==> config.mk <==
export PLATFORM = sky130hd
export DESIGN_NAME = pulse_scheduler
export DESIGN_NICKNAME = d
export VERILOG_FILES = /design/src/rtl/pulse_scheduler.sv
export SDC_FILE = /design/constraint.sdc
export NUM_CORES = 1
export LEC_CHECK = 0
export CORE_ASPECT_RATIO = 0.9
export CORE_UTILIZATION = 53
export DETAILED_ROUTE_END_ITERATION = 10
export PLACE_DENSITY = 0.89
export SYNTH_ARGS = -nofsm -noshare
export SYNTH_HDL_FRONTEND = slang
export SYNTH_SLANG_ARGS = --single-unit
==> constraint.sdc <==
create_clock -name clk -period 4.3 [get_ports clk]
set_clock_uncertainty 0.1 [all_clocks]
set_input_delay 1.075 -clock clk [delete_from_list [all_inputs] [get_ports clk]]
set_output_delay 1.075 -clock clk [all_outputs]
set_load 0.05 [all_outputs]
==> src/rtl/pulse_scheduler.sv <==
// Round-robin pulse scheduler: request edges become fixed-width pulses on one output.
// Optional overflow flags are built when PULSE_SCHED_OVF_EN is defined.
module pulse_scheduler #(
    parameter int N_REQ   = 4,
    parameter int PULSE_W = 1,
    parameter int GAP     = 1
) (
    input  logic                     clk,
    input  logic                     rst_n,
    input  logic [N_REQ-1:0]         req,
    output logic                     pulse_out,
    output logic [$clog2(N_REQ)-1:0] pulse_id,
    output logic [N_REQ-1:0]         pending,
    output logic                     busy
`ifdef PULSE_SCHED_OVF_EN
    ,
    input  logic                     ovf_clr,
    output logic [N_REQ-1:0]         ovf
`endif
);

    localparam int IW   = $clog2(N_REQ);
    localparam int MAXV = (PULSE_W > GAP) ? PULSE_W : GAP;
    localparam int CW   = $clog2(MAXV + 1);

    typedef enum logic [1:0] {
        S_IDLE,
        S_PULSE,
        S_GAP
    } state_e;

    state_e           state_q;
    logic [CW-1:0]    cnt_q;
    logic [N_REQ-1:0] req_q;
    logic [N_REQ-1:0] pend_q;
    logic [N_REQ-1:0] pend_d;
    logic [N_REQ-1:0] edge_w;
    logic [N_REQ-1:0] gnt_mask;
    logic [IW-1:0]    ptr_q;
    logic [IW-1:0]    ptr_d;
    logic [IW-1:0]    id_q;
    logic [IW-1:0]    gnt_idx;
    logic [IW-1:0]    cand;
    logic             gnt_any;
    logic             grant;

    assign edge_w  = req & ~req_q;
    assign grant   = (state_q == S_IDLE) && gnt_any;
    assign ptr_d   = IW'((int'(gnt_idx) + 1) % N_REQ);
    assign pend_d  = (pend_q & ~gnt_mask) | edge_w;
    assign pending = pend_q;

    // Pick the first pending requester at or above the pointer, wrapping.
    always_comb begin
        gnt_any = 1'b0;
        gnt_idx = '0;
        cand    = '0;
        for (int k = 0; k < N_REQ; k++) begin
            cand = IW'((int'(ptr_q) + k) % N_REQ);
            if (!gnt_any && pend_q[cand]) begin
                gnt_any = 1'b1;
                gnt_idx = cand;
            end
        end
    end

    // One-hot clear mask for the requester granted this cycle.
    always_comb begin
        gnt_mask = '0;
        if (grant) begin
            gnt_mask[gnt_idx] = 1'b1;
        end
    end

    // Edge capture; a new edge on the granted line survives its own clear.
    always_ff @(posedge clk or negedge rst_n) begin
        if (!rst_n) begin
            req_q  <= '0;
            pend_q <= '0;
        end else begin
            req_q  <= req;
            pend_q <= pend_d;
        end
    end

    // Scheduling FSM with a down-counter reloaded on every state entry.
    always_ff @(posedge clk or negedge rst_n) begin
        if (!rst_n) begin
            state_q <= S_IDLE;
            cnt_q   <= '0;
            id_q    <= '0;
            ptr_q   <= '0;
        end else begin
            unique case (state_q)
                S_IDLE: begin
                    if (grant) begin
                        state_q <= S_PULSE;
                        cnt_q   <= CW'(PULSE_W - 1);
                        id_q    <= gnt_idx;
                        ptr_q   <= ptr_d;
                    end
                end
                S_PULSE: begin
                    if (cnt_q == '0) begin
                        if (GAP == 0) begin
                            state_q <= S_IDLE;
                            cnt_q   <= '0;
                        end else begin
                            state_q <= S_GAP;
                            cnt_q   <= CW'(GAP - 1);
                        end
                    end else begin
                        cnt_q <= cnt_q - CW'(1);
                    end
                end
                S_GAP: begin
                    if (cnt_q == '0) begin
                        state_q <= S_IDLE;
                        cnt_q   <= '0;
                    end else begin
                        cnt_q <= cnt_q - CW'(1);
                    end
                end
                default: begin
                    state_q <= S_IDLE;
                    cnt_q   <= '0;
                end
            endcase
        end
    end

    // Registered outputs follow the FSM state one cycle later.
    always_ff @(posedge clk or negedge rst_n) begin
        if (!rst_n) begin
            pulse_out <= 1'b0;
            pulse_id  <= '0;
            busy      <= 1'b0;
        end else begin
            pulse_out <= (state_q == S_PULSE);
            pulse_id  <= (state_q == S_PULSE) ? id_q : '0;
            busy      <= (state_q != S_IDLE);
        end
    end

`ifdef PULSE_SCHED_OVF_EN
    logic [N_REQ-1:0] ovf_q;
    logic [N_REQ-1:0] ovf_d;

    assign ovf_d = ovf_clr ? '0
                 : (ovf_q | (edge_w & pend_q & ~gnt_mask));
    assign ovf   = ovf_q;

    // Sticky overflow flags; a clear beats a same-cycle set.
    always_ff @(posedge clk or negedge rst_n) begin
        if (!rst_n) begin
            ovf_q <= '0;
        end else begin
            ovf_q <= ovf_d;
        end
    end
`endif

endmodule

# Word level (Yosys, flattened, before mapping)
# Cells that the tools add are included.
# totals
register_bits,19
wordCells,70
in_bits,6
out_inout_bits,8
# classes
addsub,5
order_cmp,6
bitwise,5
n_reduce_logical,13
eq_ne,5
muxes,27
# op_table
cell,count
2-bit 2-to-1 mux,8
"2-bit by 3-bit < comparator with 1-bit output, second input constant",5
1-bit 2-to-1 mux,11
4-bit bitwise AND,2
1-bit binary-select mux with 2-bit select,4
4-bit NOT,2
"2-bit inequality test, second input constant",3
2-bit case mux with 3 select lines,1
1-bit logical AND,5
"2-bit by 1-bit adder with 2-bit output, second input constant",2
"2-bit adder, second input constant",2
4-bit 2-to-1 mux,1
4-bit bitwise OR,1
1-bit logical NOT,3
3-bit AND reduction,1
1-bit demux with 2-bit select,1
"2-bit by 1-bit == test with 1-bit output, second input constant",1
"2-bit == test, second input constant",1
"2-bit by 1-bit >= comparator with 1-bit output, second input constant",1
2-bit logical NOT,1
1-bit case mux with 2 select lines,1
2-bit AND reduction,1
2-bit nonzero test,1
2-bit OR reduction,1
"1-bit subtractor, second input constant",1

# Depth between registers and ports, before layout
# logic_depth
word_depth,20
depth_mapped,7

# Least setup slack after synthesis
# No wires, ideal clock.
# synth_path
path_kind,register -> register
from,reg pend_q[3] (netlist: pending[3])
to,reg ptr_q[1]
n_path_buf,0
path_slack_ns,2.223
setup_ns,0.125
required_ns,4.075
arrival_ns,1.852
stages_incl_launch_ff,6
cell_sequence,dfrtp_1 and3b_1 o21a_1 nor3_1 ha_1 mux2_4
# synth_rtl
element,line_no,source
start: declaration,35,logic [N_REQ-1:0] pend_q;
start signal: assignment,82,pend_q <= pend_d;
1-bit binary-select mux with 2-bit select,60,if (!gnt_any && pend_q[cand]) begin
1-bit 2-to-1 mux (not written as such),60,
1-bit 2-to-1 mux,60,
1-bit logical NOT,60,
1-bit logical AND,60,
1-bit 2-to-1 mux,60,
1-bit logical NOT,60,
1-bit logical AND,60,
1-bit 2-to-1 mux,60,
1-bit logical NOT,60,
1-bit logical AND,60,
2-bit 2-to-1 mux *,60,
net gnt_idx[1],42,logic [IW-1:0] gnt_idx;
2-bit by 1-bit adder with 2-bit output *,49,assign ptr_d = IW'((int'(gnt_idx) + 1) % N_REQ);
net ptr_d[1],40,logic [IW-1:0] ptr_d;
end signal: assignment,100,ptr_q <= ptr_d;
end: declaration,39,logic [IW-1:0] ptr_q;
# Mark *: on every way through the listed nets, which the timed path passes. The rest lies on a longest branch. The select of a mux whose other input is x is not followed.
# A chain may end at the register's enable or synchronous reset.

# Worst setup path in the final report
# layout_path
from,reg pend_q[3] (netlist: pending[3])
to,out pending[3]
# layout_rtl
element,line_no,source
end: declaration,13,"output logic [N_REQ-1:0] pending,"
# No word-level cell between the ends.

==> results by group <==
Route
  • Post-DRT Antenna Nets: 0
  • Mean routed wirelength per cell: around 13 um
  • DRT iter0 DRCs: 13
  • First-pass iteration count of the detailed router: 4
  • Residual DRC: 0
  • Vias: 532
  • WL final: around 1200 um
  • Vias per inst: 5.43

Final layout
  • Fin nets: 96
  • Diode count: 0
  • Syn-to-layout area delta: 20.8%
  • FILL cells: 94
  • Layout cells sized above 1: roughly 8.3%

Floorplan
  • I/O pin cnt: 14
  • Die W: 42.8 um
  • Die Ht: about 39 um
  • Starting density of the core: 60.7%
  • Core outline area: 1310 um^2
  • DIE AREA: between 1500 and 2000 um^2
  • # rows: 12

Clock tree
  • CTS Buf Count: 3
  • Buffer depth of the longest clock path: 2
  • # clock sinks: 18
  • Resized Gates After CTS: 0
  • Worst skew pair latency: 290 ps
  • Max H-tree Level: 1
  • Reg clk slew, reported paths: around 80 ps
  • Hold buffers post-CTS: 0
  • Post-CTS setup buffer count: 0
  • CTS tree: built
  • Root Buffer: clkbuf_4

Synthesis
  • Post-Synthesis Cells: 69
  • Post-Synth XOR/XNOR Area: 0%
  • Synth Area in Simple Gates: between 10 and 15%
  • Synthesized area: about 790 um^2
  • Synth Area in Compound Gates: 13.6%
  • Synth cell count leaders: dfrtp_1, inv_1, o21ai_0
  • Yosys Warn Count: 0
  • Adder-cell share of the synthesized area: about 6.3%
  • Synth area leaders: dfrtp_1, ha_1, o21ai_0, inv_1, nor4_4
  • Synth area leader: dfrtp_1
  • Ys flop type: dfrtp_1
  • Sequential area share after synthesis: 56.8%
  • Syn_nets: 79
  • EDFF count, synth: 0
  • Async S/R FF share, synth: 100%
  • Synth cell types: 28
  • Largest family of logic cells by synthesized area: simple AND/OR/NAND/NOR gates
  • Post-synthesis mux area share: 3.15%
  • Synthesized area per cell: between 10 and 15 um^2
  • Seq cells post-synth: 18
  • Post-synth top area share: 56.8%
  • Most frequent cell after synthesis: dfrtp_1

Global routing
  • First-pass GRT wire length: 2090 um
  • Grt ovf: 0
  • Vias in the first global route: 498
  • Largest net degree at the start of global routing: 19
  • Total track usage: 18.8%
  • Initial antenna violation count: 0

Critical path
  • Worst path arrival time: about 1600 ps
  • Cell Chain, Critical Path: clkdlybuf4s50_1
  • Worst setup EP type: output port
  • Crit path largest cell delay: 850 ps
  • Critical setup path kind: reg2out
  • WP buf/inv: 1
  • Cell family with most CP delay: buffers and inverters
  • Worst Path Required: 3120 ps
  • Crit-path max FO: 7
  • Startpoint types: register
  • Slowest cell on the critical path: clkdlybuf4s50_1

Job
  • MaxCap Viol Count: 0

Power
  • PnR Total Power: between 700 and 800 uW
  • Leakage: about 0.00044 uW
  • VDD IR max: 0.000406 V
  • PD cells: 830 nW/um^2

STA
  • Final hold viol count: 0
  • Max-slew violations: 0
  • Min Clock Period, post-route: around 2800 ps
  • Final setup violating endpoints: 0
  • Setup TNS: 0 ps
  • Actual slew at the worst max-slew pin: 749 ps
  • Achievable frequency: 360 MHz
  • Relative slew margins: 49.9%
  • RSZ-0062 raised after global routing: no
  • Final period util: 64.7%

Worst hold path
  • Worst Hold Class: reg2reg

Place
  • HPWL after DPL: around 940 um
  • Placer Congestion: 0.893
  • Port Buffers: 13

Outcome
  • Status: finished, final reports clean
-- cell families after synthesis --
family                   after synthesis
multiplexers                           2
flip-flops                            18
AND/OR/NAND/NOR                       17
adder cells (fa/ha/maj)                4
buffers and inverters                 11
AO/OA/AOI/OAI                         17
-- final timing paths --
path / startpoint / endpoint / slack (ps) / cells after the start
max: pending[3]$_DFF_PN0_ / pending[3] / 1520 / 1
min: req_q[3]$_DFF_PN0_ / pending[3]$_DFF_PN0_ / 320 / 1
max reg2reg: pending[3]$_DFF_PN0_ / ptr_q[1]$_DFFE_PN0P_ / 2350 / 5
min reg2reg: req_q[3]$_DFF_PN0_ / pending[3]$_DFF_PN0_ / 320 / 1
max in group asynchronous: rst_n / pending[1]$_DFF_PN0_ / 2510 / 1
min in group asynchronous: rst_n / state_q[1]$_DFFE_PN0P_ / 1130 / 1
-- layout make-up --
cell class / instances / area [um^2] / share of cell area [%]
Multi-Input combinational cell: 40 / 300 / 31.3
Tap cell: 14 / 17.5 / 1.83
Sequential cell: 18 / 450 / 47.0
Inverter: 10 / 37.5 / 3.92
Timing Repair Buffer: 13 / 130 / 13.6
Clock buffer: 3 / 22.5 / 2.35
-- where the power goes --
group          total, uW  internal (uW)  switching, uW
Combinational        431            171            260
Sequential           287            232           54.9
Clock               76.6           32.6           44.0
Total                795            436            359
-- flip-flops by register name, summed over array words and instances (netlist names) --
register / flops
busy: 1
id_q: 2
pending: 4
ptr_q: 2
pulse_id: 2
pulse_out: 1
req_q: 4
state_q: 2
-- metal layers --
layer	up-vias	GRT usage [%]	wire [um]
li1	267	-	-
met4	0	9.38	11
met1	243	20.1	559
met3	2	8.41	75
met2	20	31.8	597
met5	-	0	0
-- placed cells by master, fill, tap and decap left out, types with 2 or more instances in the layout --
master,instances
clkdlybuf4s50_1,13
clkbuf_4,3
dfrtp_1,18
nand2b_1,2
nor2_1,2
nand3_1,2
ha_1,4
and2_1,2
nor2b_1,2
o21ai_0,9
inv_1,9
-- stage by stage --
| step | area, um^2 | std cells | setup WS (ps) | util [%] | hold WS [ps] |
|---|---|---|---|---|---|
| 3_3_place_gp | 936 | 95 | 1840 | 71.6 | 304 |
| 2_1_floorplan | 793 | 69 | 2220 | - | 300 |
| 5_1_grt | 958 | 98 | 1460 | 73.4 | 344 |
| 3_5_place_dp | 936 | 95 | 1840 | 71.6 | 313 |
| 6_report | 958 | 98 | 1520 | 73.4 | 318 |
| 4_1_cts | 958 | 98 | 1500 | 73.4 | 325 |
-- worst register-to-register path: cells and delay by family, from the launching register on --
| kind | cells | cell delay (ps) |
|---|---|---|
| mux | 1 | 250 |
| simple gates | 2 | 520 |
| compound gates | 1 | 200 |
| fa+ha+maj | 1 | 290 |
| flops | 1 | 470 |
Power figures use the tool's default switching activity.
